$ cat config.mk
export PLATFORM = sky130hd
export DESIGN_NAME = frame_align_ctrl
export DESIGN_NICKNAME = d
export VERILOG_FILES = /design/src/rtl/frame_align_ctrl.sv
export SDC_FILE = /design/constraint.sdc
export NUM_CORES = 1
export LEC_CHECK = 0
export CORE_ASPECT_RATIO = 0.7
export CORE_MARGIN = 4
export CORE_UTILIZATION = 58
export CTS_CLUSTER_SIZE = 20
export DETAILED_ROUTE_END_ITERATION = 16
export GPL_TIMING_DRIVEN = 0
export PLACE_DENSITY = 0.83
export SLEW_MARGIN = 20
export SYNTH_ARGS = -nofsm -noshare
export SYNTH_HDL_FRONTEND = slang
export SYNTH_SLANG_ARGS = --single-unit
$ cat constraint.sdc
create_clock -name i_clk -period 3.7 [get_ports i_clk]
set_clock_uncertainty 0.2 [all_clocks]
set_input_delay 0.925 -clock i_clk [delete_from_list [all_inputs] [get_ports i_clk]]
set_output_delay 0.925 -clock i_clk [all_outputs]
set_load 0.02 [all_outputs]
$ cat src/rtl/frame_align_ctrl.sv
// Receive-side frame aligner: hunts for the FAS pattern, then labels each byte with row/column
// for the downstream CRC calculator and tracks sync state and CRC-errored frames.
module frame_align_ctrl #(
   parameter int unsigned FRAME_COLS  = 1041,
   parameter int unsigned FRAME_ROWS  = 4,
   parameter logic [47:0] FAS_PATTERN = 48'hF6F6F6282828,
   parameter int unsigned MISS_LIMIT  = 3,
   parameter int unsigned CNT_WIDTH   = 16
) (
   input  logic                 i_clk,
   input  logic                 i_rst_n,
   input  logic [7:0]           i_data,
   input  logic                 i_data_valid,
   input  logic                 i_crc_err,
   input  logic                 i_crc_err_valid,
   input  logic                 i_cnt_clr,
   output logic [7:0]           o_frame_data,
   output logic                 o_frame_data_valid,
   output logic                 o_frame_data_fas,
   output logic [1:0]           o_row_cnt,
   output logic [10:0]          o_col_cnt,
   output logic                 o_in_frame,
   output logic                 o_lof,
   output logic [CNT_WIDTH-1:0] o_crc_err_cnt
);

   localparam int unsigned    MissW     = $clog2(MISS_LIMIT + 1);
   localparam logic [MissW-1:0] MissLimit = MissW'(MISS_LIMIT);
   localparam logic [10:0]    ColLast   = 11'(FRAME_COLS - 1);
   localparam logic [1:0]     RowLast   = 2'(FRAME_ROWS - 1);

   typedef enum logic [1:0] {StHunt, StPresync, StSync} state_e;

   state_e           state_q;
   logic [47:0]      sr_q;
   logic [1:0]       row_q;
   logic [10:0]      col_q;
   logic [MissW-1:0] miss_q;

   logic             match;
   logic             fas_slot;
   logic             aligned;
   logic             crc_inc;
   logic [MissW-1:0] miss_inc;
   logic [1:0]       row_nxt;
   logic [10:0]      col_nxt;

   assign match    = i_data_valid && ({sr_q[39:0], i_data} == FAS_PATTERN);
   assign fas_slot = (row_q == 2'd0) && (col_q == 11'd5);
   assign aligned  = (state_q != StHunt);
   assign crc_inc  = (state_q == StSync) && i_crc_err_valid && i_crc_err;
   assign miss_inc = miss_q + MissW'(1);

   always_comb begin
      row_nxt = row_q;
      col_nxt = col_q + 11'd1;
      if (col_q == ColLast) begin
         col_nxt = 11'd0;
         row_nxt = (row_q == RowLast) ? 2'd0 : row_q + 2'd1;
      end
   end

   always_ff @(posedge i_clk or negedge i_rst_n) begin
      if (!i_rst_n) begin
         state_q            <= StHunt;
         sr_q               <= '0;
         row_q              <= '0;
         col_q              <= '0;
         miss_q             <= '0;
         o_frame_data       <= '0;
         o_frame_data_valid <= 1'b0;
         o_frame_data_fas   <= 1'b0;
         o_row_cnt          <= '0;
         o_col_cnt          <= '0;
         o_in_frame         <= 1'b0;
         o_lof              <= 1'b0;
         o_crc_err_cnt      <= '0;
      end else begin
         // Output labels describe the byte just accepted, using the pre-transition state.
         o_frame_data       <= i_data;
         o_frame_data_valid <= i_data_valid && aligned;
         o_row_cnt          <= aligned ? row_q : 2'd0;
         o_col_cnt          <= aligned ? col_q : 11'd0;
         o_frame_data_fas   <= i_data_valid && aligned && (row_q == 2'd0) && (col_q <= 11'd5);
         o_in_frame         <= (state_q == StSync);
         o_lof              <= 1'b0;

         if (i_data_valid) begin
            sr_q  <= {sr_q[39:0], i_data};
            row_q <= row_nxt;
            col_q <= col_nxt;
            case (state_q)
               StHunt: begin
                  if (match) begin
                     // The matched byte is row 0 col 5, so the next one is col 6.
                     state_q <= StPresync;
                     row_q   <= 2'd0;
                     col_q   <= 11'd6;
                  end
               end
               StPresync: begin
                  if (fas_slot) state_q <= match ? StSync : StHunt;
               end
               StSync: begin
                  if (fas_slot) begin
                     if (match) begin
                        miss_q <= '0;
                     end else if (miss_inc == MissLimit) begin
                        state_q <= StHunt;
                        o_lof   <= 1'b1;
                        miss_q  <= '0;
                     end else begin
                        miss_q <= miss_inc;
                     end
                  end
               end
               default: state_q <= StHunt;
            endcase
         end

         // Clear wins over a simultaneous event, which is then counted from zero.
         if (i_cnt_clr) begin
            o_crc_err_cnt <= crc_inc ? CNT_WIDTH'(1) : '0;
         end else if (crc_inc && (o_crc_err_cnt != '1)) begin
            o_crc_err_cnt <= o_crc_err_cnt + CNT_WIDTH'(1);
         end
      end
   end

endmodule
==> results of run 1 <==
## registers in the layout, indices dropped and copies added (netlist names), 2 cells and up
name	count
o_row_cnt	2
o_frame_data	8
state_q	2
miss_q	2
row_q	2
o_crc_err_cnt	16
o_col_cnt	11
sr_q	40
col_q	11
## per-layer routing
metal | up-vias | GRT usage | routed length, um
met5 | - | 0 | 0
met4 | 0 | 0.06888 | 51
met3 | 4 | 0.05659 | 382
met2 | 74 | 0.3323 | 4225
met1 | 1509 | 0.3292 | 4307
li1 | 1418 | - | -
## how the worst max path moves through the flow
| stage | start | end | slack [ps] | depth (start not counted) |
|---|---|---|---|---|
| 5_1_grt | i_data[5] | col_q[5]$_DFFE_PN0P_ | 630 | 7 |
| 2_1_floorplan | i_data[0] | col_q[5]$_DFFE_PN0P_ | 1180 | 6 |
| 4_1_cts | i_data[5] | col_q[5]$_DFFE_PN0P_ | 700 | 7 |
| 3_5_place_dp | i_data[5] | col_q[5]$_DFFE_PN0P_ | 280 | 7 |
| 6_report | i_data[5] | col_q[5]$_DFFE_PN0P_ | 680 | 7 |
| 3_3_place_gp | i_rst_n | o_crc_err_cnt[2]$_DFFE_PN0P_ | -2000 | 1 |
## cell families after synthesis
kind of cell	count (synthesis)	share of synthesized area
AND/OR/NAND/NOR	133	0.1823
AO/OA/AOI/OAI	43	0.07172
multiplexers	44	0.1155
flip-flops	98	0.5761
adder cells (fa/ha/maj)	6	0.01764
buffers and inverters	25	0.02234
XOR/XNOR	7	0.01440
## metrics by stage
stage / TNS [ps] / total power, mW / utilization / cells / area (um^2)
6_report: 0 / 2.305 / 0.7396 / 520 / 5136
5_1_grt: 0 / 2.420 / 0.7396 / 520 / 5136
4_1_cts: 0 / 2.318 / 0.7396 / 520 / 5136
3_5_place_dp: 0 / 1.630 / 0.7105 / 504 / 4933
3_3_place_gp: -195280 / 1.602 / 0.7063 / 503 / 4905
2_1_floorplan: 0 / 1.499 / - / 356 / 4257
## cells in the mapped netlist, types with 2 or more instances
| cell type | count |
|---|---|
| nand4b_1 | 3 |
| a21o_1 | 3 |
| inv_1 | 13 |
| clkbuf_1 | 6 |
| nor4bb_1 | 4 |
| or3_1 | 5 |
| nand4_1 | 8 |
| nor4b_1 | 2 |
| or4_1 | 4 |
| nor4_1 | 3 |
| nand2b_1 | 5 |
| ha_1 | 6 |
| nor2b_1 | 10 |
| o311ai_0 | 3 |
| or2_2 | 3 |
| o21ai_0 | 8 |
| o211ai_1 | 2 |
| o31ai_1 | 2 |
| or4_4 | 2 |
| mux2i_1 | 3 |
| and4b_1 | 2 |
| and2_1 | 2 |
| nand3_1 | 19 |
| dfrtp_1 | 98 |
| nor3b_1 | 3 |
| buf_1 | 5 |
| nor2_1 | 24 |
| nand2_1 | 19 |
| xnor2_1 | 4 |
| xor2_1 | 3 |
| a21oi_1 | 13 |
| mux2_2 | 41 |
| and4_1 | 3 |
| nor3_1 | 7 |
| o22ai_1 | 3 |
## final cells by class
type,instances,area (um^2),area share
Buffer,12,46.29,0.009013
Clock buffer,10,137.6,0.02680
Clock inverter,6,65.06,0.01267
Inverter,13,48.80,0.009501
Multi-Input combinational cell,233,1709,0.3328
Sequential cell,98,2452,0.4775
Tap cell,94,117.6,0.02290
Timing Repair Buffer,54,559.3,0.1089
## where the power goes
group | internal [mW] | switching (mW) | total (mW)
clock network | 0.332 | 0.356 | 0.688
logic | 0.158 | 0.156 | 0.314
registers | 1.19 | 0.113 | 1.30
==> results by group, run 1 <==
Status
  • Status: complete, no violations

Hold path
  • Hold WC Path Type: in -> async

Logic synthesis
  • Top-area cell type share of the netlist area: 0.5761
  • #FFs+latches synth: 98
  • Cell taking the most area after synthesis: dfrtp_1
  • Syn Std Cell Area: 4257 um^2
  • Register area share after synthesis: 0.5761
  • Dominant cells by area after synthesis: dfrtp_1, mux2_2, nand3_1
  • Syn avg cell area: 11.96 um^2
  • Syn. warnings: 0
  • Synth Instances: 356
  • Fraction of registers with async set/reset: 1.000
  • Main synth FF type: dfrtp_1
  • Netlist cell types: 50
  • Post-synth EDFFs: 0
  • Syn_nets: 376

Routing
  • Via density: 5.779
  • Final WL: 8.966 mm
  • Starting DRC count in detailed routing: 188
  • Avg WL per Cell: 17.24 um
  • DR pass1 iterations: 5
  • Routed Antenna Nets: 0
  • DRC violation count after routing: 0
  • Vias: 3005

Layout
  • Commonest cells after routing, fill and taps aside: dfrtp_1, clkdlybuf4s50_1, mux2_2
  • Fraction of layout cells with a size suffix above 1: 0.1667
  • Area growth syn-to-layout: 20.66%
  • Filler cells: 513
  • Commonest non-fill, non-tap cell in the layout: dfrtp_1
  • # nets final: 441
  • Total inserted antenna cells: 0

Global route
  • Remaining Overflow, GRT: 0
  • First-pass GRT wire length: 15.04 mm
  • Vias in the first global route: 2967
  • Initial antenna violation count: 0
  • Gr usage total: 0.2251
  • Largest net degree at the start of global routing: 63

Setup path
  • Worst R2R Setup Slack: 1230 ps
  • R2R depth: 6
  • CP max-delay cell: or4_1
  • Worst setup path category: in -> reg
  • Worst path cell trace: clkdlybuf4s50_1 -> nor4bb_1 -> nand4_1 -> or4_1 -> buf_2 -> nand3_2 -> o311ai_0
  • Crit path buf inv count: 2
  • Critical Path Max Stage Delay: 510 ps
  • Reg2Reg Launch Point: sr_q[32]$_DFFE_PN0P_
  • FF-to-FF End: col_q[5]$_DFFE_PN0P_
  • WP data required: 3700 ps
  • Data arrival, critical path: 3020 ps
  • Startpoint types: input pin
  • Worst-path fanout max: 9
  • Endpoint class of the critical path: register
  • Top delay family on crit path: simple AND/OR/NAND/NOR gates

Timing
  • Relative slew margins: 0.5744
  • Fmax: 0.3316 GHz
  • Unrepaired setup endpoints after global routing: false
  • Final period util: 0.8151
  • # setup viols final: 0
  • Crit path time final: 3016 ps
  • Slew Limit Fails: 0
  • Worst hold slack: 250.0 ps
  • Final hold violation count: 0
  • Worst Tran Pin Value: 638.4 ps
  • Final worst setup slack: 684.3 ps

Floorplanning
  • Ports: 55
  • Core Rows: 25
  • Die Wd: 110.4 um
  • Core region area: 6944 um^2
  • Die area: 8795 um^2
  • Initial Util: 0.6130
  • Die Span Y: 79.68 um

Power
  • Pwr dens: 448.7 nW/um^2
  • Leakage: 2.178 nW
  • Max IR drop VDD: 435.6 uV

Place
  • Dpl ws: 278.7 ps
  • PortBufs: 53
  • Final HPWL DP: 6.431 mm
  • Final RePlAce weighted congestion: 0.8695

Clocking
  • Clk_lat worst skew: 360 ps
  • Number of H-tree levels: 3
  • Root Driver: clkbuf_8
  • CTS Buffer Depth: 2
  • CTS Buf Count: 9
  • CTS clock-pin slew for the worst setup and hold paths: 90 ps
  • CTS Hold Bufs: 0
  • CTS tree: done
  • CTS sink cnt: 98
  • Setup Fix Bufs, Post-CTS: 0
  • Post-cts sizing count: 0

Job
  • Max cap viols: 0
Note: power is estimated with default switching activity, not from simulation.
==> inputs of run 2 (changes only) <==
- CORE_UTILIZATION: 58 -> 55
- PLACE_DENSITY: 0.83 -> 0.79
- clock period: 3.7 -> 3 ns (I/O delays scaled with it)
==> run 2 against run 1 <==
  * Sequential power increased by 23%
  * First-iteration DRC count fell by 5.9%
  * Die area rose by 5.0%
  * Via count increased by 1.1%
  * Largest power group unchanged
==> results by group, run 2 (same netlist as run 1, synthesis figures left out) <==
Status
  • Status: complete, no violations

Global route
  • Largest net degree at the start of global routing: 77 (+22%)
  • Remaining Overflow, GRT: 0 (unchanged)
  • Vias in the first global route: 3044 (+2.6%)
  • Initial antenna violation count: 0 (unchanged)
  • Gr usage total: 0.2099 (-0.01523)
  • First-pass GRT wire length: 15.17 mm (+0.82%)

Place
  • Dpl ws: -218.8 ps (-497.6 ps)
  • PortBufs: 53 (unchanged)
  • Final RePlAce weighted congestion: 0.9097 (+4.6%)
  • Cells after DPL: 508 (+0.79%)
  • Final HPWL DP: 6.470 mm (+0.61%)

Setup path
  • Endpoint class of the critical path: register
  • Startpoint types: input pin
  • Worst-path fanout max: 9 (unchanged)
  • Data arrival, critical path: 2890 ps (-130 ps)
  • Worst setup path category: in -> reg
  • WP data required: 3020 ps (-680 ps)

Clocking
  • CTS Buf Count: 9 (unchanged)
  • CTS Buffer Depth: 2 (unchanged)
  • CTS clock-pin slew for the worst setup and hold paths: 90 ps (about the same)
  • CTS Hold Bufs: 0 (unchanged)
  • Setup Fix Bufs, Post-CTS: 0 (unchanged)
  • CTS sink cnt: 98 (unchanged)
  • Clk_lat worst skew: 370 ps (about the same)
  • Number of H-tree levels: 3 (unchanged)
  • Post-cts sizing count: 0 (unchanged)
  • Root Driver: clkbuf_8
  • CTS tree: done

Routing
  • Vias: 3038 (+1.1%)
  • Starting DRC count in detailed routing: 177 (-5.9%)
  • DR pass1 iterations: 5 (unchanged)
  • Final WL: 8.791 mm (-2.0%)
  • Avg WL per Cell: 16.78 um (-2.7%)
  • Routed Antenna Nets: 0 (unchanged)
  • DRC violation count after routing: 0 (unchanged)
  • Via density: 5.798 (+0.33%)

Timing
  • Final period util: 0.9564
  • # setup viols final: 0 (unchanged)
  • Setup TNS Final: 0 ps (unchanged)
  • Worst hold slack: 20.48 ps (-229.5 ps)
  • Final worst setup slack: 130.7 ps (-553.6 ps)
  • Slew Limit Fails: 0 (unchanged)
  • Fmax: 0.3485 GHz
  • Final hold violation count: 0 (unchanged)
  • Crit path time final: 2869 ps
  • Worst Tran Pin Value: 574.6 ps (-63.76 ps)
  • Unrepaired setup endpoints after global routing: false
  • Relative slew margins: 0.6169 (+0.04251)

Floorplanning
  • Core Rows: 26 (+4.0%)
  • Ports: 55 (unchanged)
  • Initial Util: 0.5739 (-0.03909)
  • Core region area: 7417 um^2 (+6.8%)
  • Die Wd: 113.1 um (+2.5%)
  • Die area: 9233 um^2 (+5.0%)
  • Die Span Y: 81.61 um (+2.4%)

Power
  • Pwr dens: 538.7 nW/um^2 (+20%)
  • Max IR drop VDD: 342.1 uV (-21%)
  • Leakage: 2.171 nW (-0.29%)

Layout
  • Non-filler cells, final: 524 (+0.77%)
  • Largest reg by FF count: sr_q
  • Fraction of layout cells with a size suffix above 1: 0.1667 (unchanged)
  • Total inserted antenna cells: 0 (unchanged)
  • Max reg flops: 40 (unchanged)
  • Commonest non-fill, non-tap cell in the layout: dfrtp_1
  • Biggest regs: sr_q: 40 flops, o_crc_err_cnt: 16 flops
  • Area growth syn-to-layout: 20.22%
  • # nets final: 441 (unchanged)
  • Commonest cells after routing, fill and taps aside: dfrtp_1, clkdlybuf4s50_1, mux2_2

Job
  • Max cap viols: 0 (unchanged)

Hold path
  • Hold WC Path Type: in -> async
[run 2: cell count changes in the layout (fill, tap and decap cells not counted)]
cell | previous run | this run
bufinv_16 | 1 | 0
clkinv_2 | 2 | 3
clkinv_4 | 1 | 2
clkinvlp_4 | 1 | 0
[run 2: per-stage QoR]
| stage | total power [mW] | util | instance area [um^2] |
|---|---|---|---|
| final | 2.757 | 0.6899 | 5117 |
| after global routing | 2.913 | 0.6899 | 5117 |
| after CTS | 2.794 | 0.6899 | 5117 |
| after detailed placement | 2.006 | 0.6658 | 4938 |
| after global placement | 1.976 | 0.6619 | 4910 |
| after floorplan | 1.849 | - | 4257 |
[run 2: power breakdown]
group | total (mW) | switching, mW | internal, mW
combinational | 0.382 | 0.187 | 0.195
sequential | 1.60 | 0.135 | 1.47
clock | 0.773 | 0.447 | 0.325
[run 2: worst paths after layout]
check | start | depth (start not counted) | to | slack, ps
max | i_data[5] | 7 | col_q[7]$_DFFE_PN0P_ | 130
min | i_rst_n | 1 | o_row_cnt[0]$_DFF_PN0_ | 20
max reg2reg | sr_q[32]$_DFFE_PN0P_ | 6 | col_q[7]$_DFFE_PN0P_ | 560
min reg2reg | sr_q[34]$_DFFE_PN0P_ | 1 | sr_q[34]$_DFFE_PN0P_ | 300
max in group asynchronous | i_rst_n | 2 | o_col_cnt[9]$_DFF_PN0_ | 1930
min in group i_clk | sr_q[34]$_DFFE_PN0P_ | 1 | sr_q[34]$_DFFE_PN0P_ | 300
[run 2: metal layers]
metal / global-route usage / vias up / share of wire
met5: 0 / - / 0
met4: 0.07443 / 0 / 0.018
met3: 0.05744 / 18 / 0.059
met2: 0.3351 / 90 / 0.47
met1: 0.2803 / 1513 / 0.45
li1: - / 1417 / -
[run 2: critical path: stages]
cell and delay, ps:
clkdlybuf4s50_1 490, nor4bb_1 410, nand4_1 240, or4_1 500, buf_2 200, nand3_2 130
o311ai_0 160
[run 2: area by class of cell]
cell class	count	area [um^2]
fillers	583	2300
well taps	98	122.6
flip-flops and latches	98	2452
clock inverters	6	41.29
multi-input cells	233	1709
plain buffers	12	46.29
clock buffers	10	137.6
inverters	13	48.80
repair buffers	54	559.3
